## config.mk

```make
export PLATFORM = sky130hd
export DESIGN_NAME = imu_sync_buffer_flat
export DESIGN_NICKNAME = d
export VERILOG_FILES = /design/src/rtl/imu_sync_buffer_if.sv /design/src/rtl/imu_sync_buffer.sv /design/src/flat_wrapper.sv
export SDC_FILE = /design/constraint.sdc
export NUM_CORES = 1
export LEC_CHECK = 0
export CORE_ASPECT_RATIO = 0.9
export CORE_MARGIN = 2
export CORE_UTILIZATION = 45
export CTS_CLUSTER_DIAMETER = 50
export DETAILED_ROUTE_END_ITERATION = 6
export GPL_ROUTABILITY_DRIVEN = 1
export PLACE_DENSITY = 0.82
export REMOVE_ABC_BUFFERS = 1
export SYNTH_ARGS = -nofsm -noshare
export SYNTH_HDL_FRONTEND = slang
export SYNTH_SLANG_ARGS = --single-unit
```

## constraint.sdc

```tcl
create_clock -name clk -period 13.3 [get_ports clk]
set_input_delay 2.66 -clock clk [delete_from_list [all_inputs] [get_ports clk]]
set_output_delay 2.66 -clock clk [all_outputs]
set_load 0.03 [all_outputs]
```

## src/rtl/imu_sync_buffer_if.sv

```systemverilog
// Handshake bundle for imu_sync_buffer: FIFO read side plus the valid/ready sample stream.
// The master modport is the buffer itself; slave is the FIFO/consumer environment.
interface imu_sync_buffer_if #(
    parameter int DATA_W = 64
);
    logic [DATA_W-1:0] fifo_data_out;
    logic              fifo_empty;
    logic              fifo_read_en;
    logic [DATA_W-1:0] imu_sync_out;
    logic              valid;
    logic              ready;

    modport master (
        input  fifo_data_out,
        input  fifo_empty,
        input  ready,
        output fifo_read_en,
        output imu_sync_out,
        output valid
    );

    modport slave (
        output fifo_data_out,
        output fifo_empty,
        output ready,
        input  fifo_read_en,
        input  imu_sync_out,
        input  valid
    );
endinterface

```

## src/rtl/imu_sync_buffer.sv

```systemverilog
// Prefetching circular buffer between the IMU synchronizer FIFO and the fusion consumer.
// Statistics counters (sample/stall/drop) are built only when IMU_BUF_STATS_EN is defined.
module imu_sync_buffer #(
    parameter int DATA_W      = 64,
    parameter int FIFO_RD_LAT = 0,
    parameter int BUF_DEPTH   = 2,
    parameter int CNT_W       = 32
) (
    input  logic              clk,
    input  logic              rst,
    input  logic              flush,
    imu_sync_buffer_if.master bus
`ifdef IMU_BUF_STATS_EN
    ,
    output logic [CNT_W-1:0]  sample_count,
    output logic [CNT_W-1:0]  stall_count,
    output logic [CNT_W-1:0]  drop_count
`endif
);

    localparam int PTR_W = (BUF_DEPTH > 1) ? $clog2(BUF_DEPTH) : 1;
    localparam int OCC_W = $clog2(BUF_DEPTH + 1);
    localparam int LVL_W = OCC_W + 1;

    generate
        if (FIFO_RD_LAT != 0 && FIFO_RD_LAT != 1) begin : g_bad_lat
            $error("imu_sync_buffer: FIFO_RD_LAT must be 0 or 1");
        end
        if (BUF_DEPTH < FIFO_RD_LAT + 1) begin : g_bad_depth
            $error("imu_sync_buffer: BUF_DEPTH must be at least FIFO_RD_LAT+1");
        end
        if (CNT_W < 1) begin : g_bad_cnt
            $error("imu_sync_buffer: CNT_W must be positive");
        end
    endgenerate

    logic [DATA_W-1:0] mem_q [BUF_DEPTH];
    logic [PTR_W-1:0]  head_q, head_d;
    logic [PTR_W-1:0]  tail_q, tail_d;
    logic [OCC_W-1:0]  occ_q, occ_d;
    logic              infl_q, infl_d;
    logic              valid_q, valid_d;
    logic              pop;
    logic              rd_en;
    logic              wr_en;
    logic [LVL_W-1:0]  level;

    function automatic logic [PTR_W-1:0] ptr_inc(input logic [PTR_W-1:0] p);
        return (p == PTR_W'(BUF_DEPTH - 1)) ? '0 : p + PTR_W'(1);
    endfunction

    // level counts committed slots after this cycle's pop, so a pop frees room for a same-cycle read
    always_comb begin
        pop   = valid_q && bus.ready;
        level = LVL_W'(occ_q) + LVL_W'(infl_q) - LVL_W'(pop);
        rd_en = !bus.fifo_empty && !flush && !rst && (level < LVL_W'(BUF_DEPTH));
        wr_en = (FIFO_RD_LAT == 0) ? rd_en : (infl_q && !flush && !rst);
    end

    always_comb begin
        head_d = head_q;
        tail_d = tail_q;
        occ_d  = occ_q;
        infl_d = 1'b0;
        if (flush) begin
            // the returning in-flight word is simply not written, and no new read is issued
            head_d = tail_q;
            occ_d  = '0;
        end else begin
            if (pop) begin
                head_d = ptr_inc(head_q);
            end
            if (wr_en) begin
                tail_d = ptr_inc(tail_q);
            end
            occ_d  = occ_q + OCC_W'(wr_en) - OCC_W'(pop);
            infl_d = (FIFO_RD_LAT != 0) && rd_en;
        end
        valid_d = (occ_d != '0);
    end

    always_ff @(posedge clk) begin
        if (rst) begin
            head_q  <= '0;
            tail_q  <= '0;
            occ_q   <= '0;
            infl_q  <= 1'b0;
            valid_q <= 1'b0;
        end else begin
            head_q  <= head_d;
            tail_q  <= tail_d;
            occ_q   <= occ_d;
            infl_q  <= infl_d;
            valid_q <= valid_d;
        end
    end

    always_ff @(posedge clk) begin
        if (wr_en) begin
            mem_q[tail_q] <= bus.fifo_data_out;
        end
    end

    assign bus.fifo_read_en = rd_en;
    assign bus.valid        = valid_q;
    assign bus.imu_sync_out = valid_q ? mem_q[head_q] : '0;

    a_no_overflow: assert property (@(posedge clk) disable iff (rst)
        !(wr_en && !pop && (occ_q == OCC_W'(BUF_DEPTH))));

`ifdef IMU_BUF_STATS_EN
    logic [CNT_W-1:0] sample_q, stall_q, drop_q;

    function automatic logic [CNT_W-1:0] sat_add(input logic [CNT_W-1:0] a,
                                                 input logic [CNT_W-1:0] b);
        logic [CNT_W:0] sum;
        sum = {1'b0, a} + {1'b0, b};
        return sum[CNT_W] ? '1 : sum[CNT_W-1:0];
    endfunction

    // at flush, level is exactly what gets discarded: occupancy plus in-flight, minus a completing pop
    always_ff @(posedge clk) begin
        if (rst) begin
            sample_q <= '0;
            stall_q  <= '0;
            drop_q   <= '0;
        end else begin
            if (pop) begin
                sample_q <= sat_add(sample_q, CNT_W'(1));
            end
            if (valid_q && !bus.ready) begin
                stall_q <= sat_add(stall_q, CNT_W'(1));
            end
            if (flush) begin
                drop_q <= sat_add(drop_q, CNT_W'(level));
            end
        end
    end

    assign sample_count = sample_q;
    assign stall_count  = stall_q;
    assign drop_count   = drop_q;
`endif

endmodule

```

## src/flat_wrapper.sv

```systemverilog
// flat-port wrapper written by rule: the top's interface ports become plain ports
module imu_sync_buffer_flat 
#(
    parameter int DATA_W      = 64,
    parameter int FIFO_RD_LAT = 0,
    parameter int BUF_DEPTH   = 2,
    parameter int CNT_W       = 32
)
  (clk, rst, flush, bus_fifo_data_out, bus_fifo_empty, bus_ready, bus_fifo_read_en, bus_imu_sync_out, bus_valid);
  imu_sync_buffer_if #(.DATA_W(DATA_W)) bus_i ();
  input  logic clk;
  input  logic rst;
  input  logic flush;
  input wire logic [$bits(bus_i.fifo_data_out)-1:0] bus_fifo_data_out;
  input wire logic [$bits(bus_i.fifo_empty)-1:0] bus_fifo_empty;
  input wire logic [$bits(bus_i.ready)-1:0] bus_ready;
  output wire logic [$bits(bus_i.fifo_read_en)-1:0] bus_fifo_read_en;
  output wire logic [$bits(bus_i.imu_sync_out)-1:0] bus_imu_sync_out;
  output wire logic [$bits(bus_i.valid)-1:0] bus_valid;
  assign bus_i.fifo_data_out = bus_fifo_data_out;
  assign bus_i.fifo_empty = bus_fifo_empty;
  assign bus_i.ready = bus_ready;
  assign bus_fifo_read_en = bus_i.fifo_read_en;
  assign bus_imu_sync_out = bus_i.imu_sync_out;
  assign bus_valid = bus_i.valid;
  imu_sync_buffer #(.DATA_W(DATA_W), .FIFO_RD_LAT(FIFO_RD_LAT), .BUF_DEPTH(BUF_DEPTH), .CNT_W(CNT_W)) u_core (.clk(clk), .rst(rst), .flush(flush), .bus(bus_i));
endmodule
```

==> results.json, run 1 <==
{
  "status": "complete, no violations",
  "antenna_cells": 0,
  "start_util": 0.4619,
  "required_ns": 10.64,
  "final-setup-viol-count": 0,
  "period_needed_ns": 7.101,
  "cp_max_fo": 2,
  "slowest_stage": "clkdlybuf4s50_1",
  "core_um2": 11480,
  "io_pins": 135,
  "clk_path_buf_depth": 2,
  "antenna_left": 0,
  "total_power_uw": 1009,
  "numPlacedInstances": 580,
  "fin_nets": 514,
  "fin_skew_ns": 0.007058,
  "grt_pass1_wl_mm": 15.50,
  "post-route-period-util": 0.5339,
  "hold_path.class": "flop to flop",
  "grt_pass1_vias": 3068,
  "leakage_uw": 0.002354,
  "grt_max_degree": 68,
  "final_cell_mix": "clkdlybuf4s50_1, edfxtp_1, mux2i_1, nor2b_1, clkbuf_16",
  "ff2ff_setup_slack_ns": 10.19,
  "slew_headroom": 0.2690,
  "postCtsSetupRepairBufs": 0,
  "yosysSeqAreaShare": 0.7475,
  "finalHoldViolCount": 0,
  "yosysWarnings": 0,
  "num_rows": 37,
  "via_per_inst": 4.741,
  "die_area_um2": 12670,
  "startpoint_type": "primary input",
  "fin_cells": 610,
  "vias": 2892,
  "slowest_delay_ns": 0.67,
  "syn_avg_cell_area_um2": 17.62,
  "numPortBuffers": 134,
  "cts_buffers": 17,
  "r2r_cells": 11,
  "htree_levels": 4,
  "p_per_area_nw_per_um2": 137.6,
  "layout_commonest_cell": "clkdlybuf4s50_1",
  "fin_setup_tns_ns": 0,
  "clk_pin_slew_ns": 0.06,
  "dr.pass1.iters": 4,
  "grt_antenna_before_repair": 0,
  "grt_overflow": 0,
  "worst-setup-path-type": "primary input to output pin",
  "track_usage": 0.1612,
  "maxCapViolations": 0,
  "area_growth_pct": 38.34,
  "dr.first_iter.drc_count": 159,
  "fmax_ghz": 0.1408,
  "rsz0062_at_grt": "no",
  "die_y_um": 107.0,
  "drc": 0,
  "cp_common_cell": "clkdlybuf4s50_1",
  "drive_gt1_frac": 0.08590,
  "drv_slew": 0,
  "path_cells": "clkdlybuf4s50_1 > nand3b_1 > xor2_1 > and2_4 > clkdlybuf4s50_1",
  "whs_path_depth": 1,
  "post_cts_resized": 0,
  "syn_inst": 301,
  "post_dp_cell_area_um2": 6753,
  "peakVddDrop_mv": 0.08127,
  "stdcell_area_um2": 7336,
  "cp.arrival_ns": 4.44,
  "dp_hpwl_mm": 6.024,
  "clk_latency_ns": 0.40,
  "cts_root_buf": "clkbuf_16",
  "wl_per_cell_um": 16.32,
  "tightest_slew_ns": 1.097,
  "hold_buffers": 0,
  "cts_tree": "built",
  "cts.sinks": 134,
  "wirelength_mm": 9.954,
  "ys_seq_elements": 134,
  "fp.dieW_um": 118.4,
  "gp_congestion": 0.7582,
  "netlist_area_um2": 5303,
  "cp-end-kind": "output pin",
  "synth.distinct_cells": 24
}
-- logic make-up after synthesis --
group	synth area share
DFF	0.7475
adders and majority gates	0.004718
muxes	0.1208
buffers and inverters	0.02643
AOI/OAI and AO/OA	0.004247
and+or+nand+nor	0.08966
xor gates and xnor gates	0.006608
-- metrics by stage --
stage / worst slack, ns / hold WS, ns / utilization
after detailed placement: 6.220 / 0.5277 / 0.5882
after global placement: 6.380 / 0.5073 / 0.5882
after floorplan: 6.877 / 0.4606 / -
final: 6.199 / 0.5412 / 0.6389
after CTS: 6.214 / 0.5404 / 0.6389
after global routing: 6.157 / 0.5672 / 0.6389
-- path summary, 6_finish.rpt --
check | from | to
hold reg to reg | u_core.tail_q | u_core.tail_q
setup / recovery | bus_ready | bus_fifo_read_en
hold / removal | u_core.tail_q | u_core.tail_q
setup reg to reg | u_core.bus.valid | u_core.bus.valid
-- metal layers --
layer / vias up / part of all wire / track usage / routed length (um)
met5: - / 0 / 0 / 0
met4: 0 / 0.010 / 0.05442 / 102
met3: 10 / 0.053 / 0.05266 / 529
met2: 84 / 0.51 / 0.2688 / 5035
met1: 1406 / 0.43 / 0.1999 / 4287
li1: 1392 / - / - / -
-- critical path: cells and delay by family --
kind	cells	cell delay [ns]
buffers and inverters	2	1.16
xor gates and xnor gates	1	0.30
and+or+nand+nor	2	0.33
-- registers in the layout, indices dropped and copies added, names as in the netlist, named ones only --
name / flops
u_core.bus.valid: 1
u_core.tail_q: 1
u_core.head_q: 1
u_core.occ_q: 2
u_core.mem_q: 128
-- final cells by class --
cell class	instances	area, um2
Sequential cell	134	3969
Inverter	3	11.26
Clock buffer	17	425.4
Clock inverter	13	157.7
Timing Repair Buffer	137	1364
Multi-Input combinational cell	150	1214
Fill cell	855	4145
Tap cell	156	195.2
-- cells in the mapped netlist --
cell type | count | share of area
nor2_1 | 4 | 0.0028
edfxtp_1 | 128 | 0.72
and2_4 | 1 | 0.0017
o21ai_2 | 1 | 0.0017
nand3b_1 | 1 | 0.0014
buf_2 | 1 | 0.00094
mux2i_1 | 64 | 0.12
dfxtp_1 | 6 | 0.023
buf_8 | 6 | 0.017
clkbuf_1 | 6 | 0.0042
inv_1 | 2 | 0.0014
buf_6 | 1 | 0.0021
inv_2 | 1 | 0.00071
and2b_1 | 1 | 0.0014
o21ai_0 | 1 | 0.00094
nor3b_1 | 2 | 0.0028
and2_2 | 1 | 0.0014
xnor2_1 | 3 | 0.0050
ha_1 | 2 | 0.0047
xor2_1 | 1 | 0.0017
a211o_1 | 1 | 0.0017
nand2_1 | 1 | 0.00071
nor2b_1 | 64 | 0.076
nor3_1 | 2 | 0.0019
-- report_power, final --
part / leakage, uW / total (uW) / switching, uW / internal [uW]
clock: 0.000280 / 461 / 169 / 292
combinational: 0.000861 / 70.6 / 33.2 / 37.4
sequential: 0.00121 / 477 / 4.58 / 473
(Power assumes the default switching activity.)
==> run 2: changes to the inputs <==
--- a/config.mk
+++ b/config.mk
@@ -7,11 +7,11 @@
 export LEC_CHECK = 0
 export CORE_ASPECT_RATIO = 0.9
 export CORE_MARGIN = 2
-export CORE_UTILIZATION = 45
+export CORE_UTILIZATION = 44
 export CTS_CLUSTER_DIAMETER = 50
 export DETAILED_ROUTE_END_ITERATION = 6
 export GPL_ROUTABILITY_DRIVEN = 1
-export PLACE_DENSITY = 0.82
+export PLACE_DENSITY = 0.84
 export REMOVE_ABC_BUFFERS = 1
 export SYNTH_ARGS = -nofsm -noshare
 export SYNTH_HDL_FRONTEND = slang
==> constraint.sdc (replaced) <==
create_clock -name clk -period 6.3 [get_ports clk]
set_input_delay 1.26 -clock clk [delete_from_list [all_inputs] [get_ports clk]]
set_output_delay 1.26 -clock clk [all_outputs]
set_load 0.03 [all_outputs]
==> results.json, run 2 (synthesis results as in run 1) <==
{
  "ff2ff_setup_slack_ns": 2.87,
  "leakage_uw": 0.002352,
  "grt_max_degree": 68,
  "fp.dieW_um": 119.7,
  "post-route-period-util": 0.6676,
  "largest_register_ffs": 128,
  "power_frac_comb": 0.067,
  "layout_commonest_cell": "clkdlybuf4s50_1",
  "cp_max_fo": 2,
  "gp_congestion": 0.7329,
  "cts_buffers": 17,
  "io_pins": 135,
  "p_seq_frac": 0.488,
  "peakVddDrop_mv": 0.1549,
  "clk_path_buf_depth": 2,
  "drv_slew": 0,
  "die_area_um2": 12950,
  "p_per_area_nw_per_um2": 284.8,
  "cts_root_buf": "clkbuf_16",
  "fmax_ghz": 0.2378,
  "post_cts_resized": 0,
  "power_frac_clock": 0.445,
  "final-setup-viol-count": 0,
  "htree_levels": 4,
  "intPower_uw": 1682,
  "wl_per_cell_um": 15.53,
  "tightest_slew_ns": 1.140,
  "antenna_cells": 0,
  "largestRegisters": "u_core.mem_q x128, u_core.occ_q x2",
  "wirelength_mm": 9.551,
  "swShare": 0.1936,
  "maxCapViolations": 0,
  "cp_common_cell": "clkdlybuf4s50_1",
  "antenna_left": 0,
  "hold_buffers": 0,
  "hold_path.class": "flop to flop",
  "dr.first_iter.drc_count": 118,
  "fin_setup_tns_ns": 0,
  "cp-end-kind": "output pin",
  "numPlacedInstances": 583,
  "cts_tree": "built",
  "cts.sinks": 134,
  "cp.arrival_ns": 2.95,
  "drive_gt1_frac": 0.08132,
  "grt_use_met2": 0.2547,
  "finalHoldViolCount": 0,
  "path_cells": "clkdlybuf4s50_1 > nand3b_1 > xor2_1 > and2_4 > clkdlybuf4s50_1",
  "largest-register": "u_core.mem_q",
  "start_util": 0.4461,
  "slowest_delay_ns": 0.66,
  "status": "complete, no violations",
  "total_power_uw": 2085,
  "fin_skew_ns": 0.008751,
  "grt_pass1_vias": 2961,
  "fin_cells": 615,
  "rsz0062_at_grt": "no",
  "clk_latency_ns": 0.40,
  "dp_hpwl_mm": 6.090,
  "dr.pass1.iters": 4,
  "drc": 0,
  "grt_busiest_layer": "met2",
  "die_y_um": 108.1,
  "track_usage": 0.1527,
  "met1_usage": 0.1839,
  "slowest_stage": "clkdlybuf4s50_1",
  "required_ns": 5.04,
  "grt_overflow": 0,
  "clk_pin_slew_ns": 0.05,
  "num_rows": 38,
  "p_sw_uw": 403.6,
  "numPortBuffers": 134,
  "grt_antenna_before_repair": 0,
  "postCtsSetupRepairBufs": 0,
  "via_per_inst": 4.722,
  "fill_cells": 891,
  "vias": 2904,
  "final_cell_mix": "clkdlybuf4s50_1, edfxtp_1, mux2i_1, nor2b_1, clkbuf_16",
  "slew_headroom": 0.2384,
  "period_needed_ns": 4.206,
  "startpoint_type": "primary input",
  "grt_pass1_wl_mm": 14.68,
  "core_um2": 11890,
  "fin_nets": 513,
  "area_growth_pct": 38.08,
  "use_met3": 0.04958,
  "worst-setup-path-type": "primary input to output pin"
}
==> run 2: changes by cell type in the layout (fill, tap and decap cells not counted) <==
cell | previous run | this run
clkinv_4 | 2 | 0
clkinv_1 | 2 | 0
clkbuf_8 | 0 | 6
bufinv_16 | 3 | 1
clkbuf_1 | 0 | 5
buf_4 | 3 | 2
clkinv_2 | 2 | 3
clkinvlp_4 | 2 | 0
inv_6 | 2 | 0
==> run 2: final timing paths <==
| check | end | depth (start not counted) | from |
|---|---|---|---|
| worst max-delay path | bus_fifo_read_en | 5 | bus_ready |
| worst min-delay path | u_core.tail_q | 1 | u_core.tail_q |
| worst max register to register | u_core.mem_q[1][53] | 6 | u_core.bus.valid |
| worst min register to register | u_core.tail_q | 1 | u_core.tail_q |
==> run 2: worst max-delay path: cells and delay by family <==
kind          cells  cell delay, ns
simple gates      2            0.30
buf+inv           2            1.14
xor+xnor          1            0.25
==> run 2: power by group through the flow <==
stage	clock (uW)	sequential [uW]	combinational, uW
after global routing	987	1020	148
after CTS	944	1020	141
after detailed placement	0	1040	140
after global placement	0	1030	137
final	928	1020	139
after floorplan	0	1030	63.2
==> run 2: layout make-up <==
class | instances | area [um2] | share of cell area
multi-input combinational | 150 | 1214 | 0.1658
clock buffer | 28 | 526.8 | 0.07194
sequential | 134 | 3969 | 0.5420
tap | 160 | 200.2 | 0.02734
clock inverter | 4 | 45.04 | 0.006152
timing repair buffer | 136 | 1356 | 0.1852
inverter | 3 | 11.26 | 0.001538
==> run 2: stage by stage <==
| step | hold slack, ns | util | cell area, um2 | setup WS (ns) |
|---|---|---|---|---|
| floorplan | 0.4606 | - | 5174 | 1.277 |
| global placement | 0.5066 | 0.5679 | 6750 | 2.183 |
| detailed placement | 0.5162 | 0.5679 | 6750 | 2.112 |
| CTS | 0.5279 | 0.6160 | 7322 | 2.099 |
| global route | 0.5710 | 0.6160 | 7322 | 2.048 |
| finish | 0.5282 | 0.6160 | 7322 | 2.094 |
==> run 2: metal layers <==
metal	share of wire	vias up	wire length (um)
met1	0.43	1396	4094
met4	0.014	0	129
li1	-	1389	-
met5	0	-	0
met3	0.060	15	569
met2	0.50	104	4758
==> run 3: changes to the inputs <==
--- a/config.mk
+++ b/config.mk
@@ -7,11 +7,11 @@
 export LEC_CHECK = 0
 export CORE_ASPECT_RATIO = 0.9
 export CORE_MARGIN = 2
-export CORE_UTILIZATION = 44
+export CORE_UTILIZATION = 45
 export CTS_CLUSTER_DIAMETER = 50
 export DETAILED_ROUTE_END_ITERATION = 6
 export GPL_ROUTABILITY_DRIVEN = 1
-export PLACE_DENSITY = 0.84
+export PLACE_DENSITY = 0.82
 export REMOVE_ABC_BUFFERS = 1
 export SYNTH_ARGS = -nofsm -noshare
 export SYNTH_HDL_FRONTEND = slang
==> constraint.sdc (replaced) <==
create_clock -name clk -period 4 [get_ports clk]
set_input_delay 0.8 -clock clk [delete_from_list [all_inputs] [get_ports clk]]
set_output_delay 0.8 -clock clk [all_outputs]
set_load 0.03 [all_outputs]
==> results.json, run 3 (synthesis results as in run 1) <==
{
  "status": "complete, no violations",
  "clk_path_buf_depth": 2,
  "largest_register_ffs": 128,
  "startpoint_type": "primary input",
  "htree_levels": 4,
  "r2r_cells": 11,
  "path_cells": "clkdlybuf4s50_1 > nand3b_1 > xor2_1 > and2_4 > clkdlybuf4s50_1",
  "final_core_util": 0.6425,
  "cp-end-kind": "output pin",
  "hp-start": "u_core.tail_q",
  "grt_pass1_wl_mm": 15.43,
  "fp.dieW_um": 118.4,
  "required_ns": 3.20,
  "clk_latency_ns": 0.40,
  "stdcell_area_um2": 7377,
  "area_growth_pct": 39.12,
  "fin_setup_tns_ns": 0,
  "grt_overflow": 0,
  "rsz0062_at_grt": "no",
  "slew_headroom": 0.6377,
  "hold_buffers": 0,
  "clk_pin_slew_ns": 0.06,
  "drv_slew": 0,
  "grt_antenna_before_repair": 0,
  "track_usage": 0.1604,
  "ff2ff_setup_slack_ns": 1.51,
  "via_per_inst": 4.847,
  "drc": 0,
  "cp_common_cell": "clkdlybuf4s50_1",
  "postCtsSetupRepairBufs": 0,
  "wl_per_cell_um": 16.29,
  "core_um2": 11480,
  "final-setup-viol-count": 0,
  "start_util": 0.4619,
  "fmax_ghz": 0.3044,
  "dp_hpwl_mm": 6.358,
  "grt_pass1_vias": 3102,
  "grt_max_degree": 44,
  "dr.pass1.iters": 4,
  "slowest_stage": "clkdlybuf4s50_1",
  "reg2reg_from": "u_core.bus.valid",
  "worst-setup-path-type": "primary input to output pin",
  "fin_skew_ns": 0.006620,
  "place_ws_ns": 0.7139,
  "dr.first_iter.drc_count": 118,
  "fill_cells": 865,
  "antenna_cells": 0,
  "cts.sinks": 134,
  "peakVddDrop_mv": 0.2742,
  "vias": 2981,
  "cp-endpoint": "bus_fifo_read_en",
  "cts_tree": "built",
  "leakage_uw": 0.002369,
  "die_y_um": 107.0,
  "wirelength_mm": 10.02,
  "drive_gt1_frac": 0.09368,
  "p_per_area_nw_per_um2": 453.8,
  "finalWorstSetupSlack_ns": 0.7153,
  "largestRegisters": "u_core.mem_q x128, u_core.occ_q x2",
  "numPortBuffers": 134,
  "post_cts_resized": 0,
  "startpoint": "bus_ready",
  "cts_root_buf": "clkbuf_16",
  "cp_max_fo": 2,
  "hold_path.class": "flop to flop",
  "period_needed_ns": 3.285,
  "post_dp_cell_area_um2": 6788,
  "io_pins": 135,
  "cts_buffers": 17,
  "regToRegEndpoint": "u_core.bus.valid",
  "gp_congestion": 0.7706,
  "die_area_um2": 12670,
  "post-route-period-util": 0.8212,
  "tightest_slew_ns": 0.5435,
  "antenna_left": 0,
  "finalHoldViolCount": 0,
  "layout_commonest_cell": "clkdlybuf4s50_1",
  "final_cell_mix": "clkdlybuf4s50_1, edfxtp_1, mux2i_1, nor2b_1, clkbuf_16",
  "maxCapViolations": 0,
  "slowest_delay_ns": 0.66,
  "largest-register": "u_core.mem_q",
  "fin_nets": 517,
  "num_rows": 37,
  "cp.arrival_ns": 2.48
}
==> run 3: how the worst min path moves through the flow <==
stage,to,slack [ns],cells after the start
2_1_floorplan,u_core.tail_q,0.46,1
3_3_place_gp,u_core.tail_q,0.51,1
5_1_grt,u_core.tail_q,0.58,1
6_report,u_core.tail_q,0.55,1
3_5_place_dp,u_core.tail_q,0.52,1
4_1_cts,u_core.tail_q,0.54,1
==> run 3: critical path: cells and delay by family <==
kind | cells | cell delay (ns)
buffers and inverters | 2 | 1.15
AND/OR/NAND/NOR | 2 | 0.29
XOR/XNOR | 1 | 0.24
==> run 3: report_power, final <==
group          switching (uW)  internal, uW  leakage, uW
logic                     110           125     0.000880
registers                17.2          1570      0.00121
clock network             551           972     0.000277
==> run 3: final cells by class <==
cell class	instances	area (um2)	area share
Multi-Input combinational cell	150	1214	0.1645
Clock buffer	18	429.2	0.05818
Inverter	3	11.26	0.001526
Sequential cell	134	3969	0.5380
Tap cell	156	195.2	0.02646
Timing Repair Buffer	140	1399	0.1896
Clock inverter	14	160.2	0.02171
==> run 3: stage by stage <==
step	total power [uW]	hold WS, ns	std cells
after detailed placement	1854	0.5214	583
after global placement	1846	0.5122	583
after floorplan	1725	0.4606	287
final	3348	0.5502	615
after CTS	3384	0.5441	615
after global routing	3455	0.5845	615
==> run 3: layer usage <==
metal,global-route usage,up-vias,part of all wire
li1,-,1407,-
met1,0.1917,1464,0.43
met2,0.2692,98,0.49
met3,0.05319,12,0.065
met4,0.06633,0,0.013
met5,0,-,0
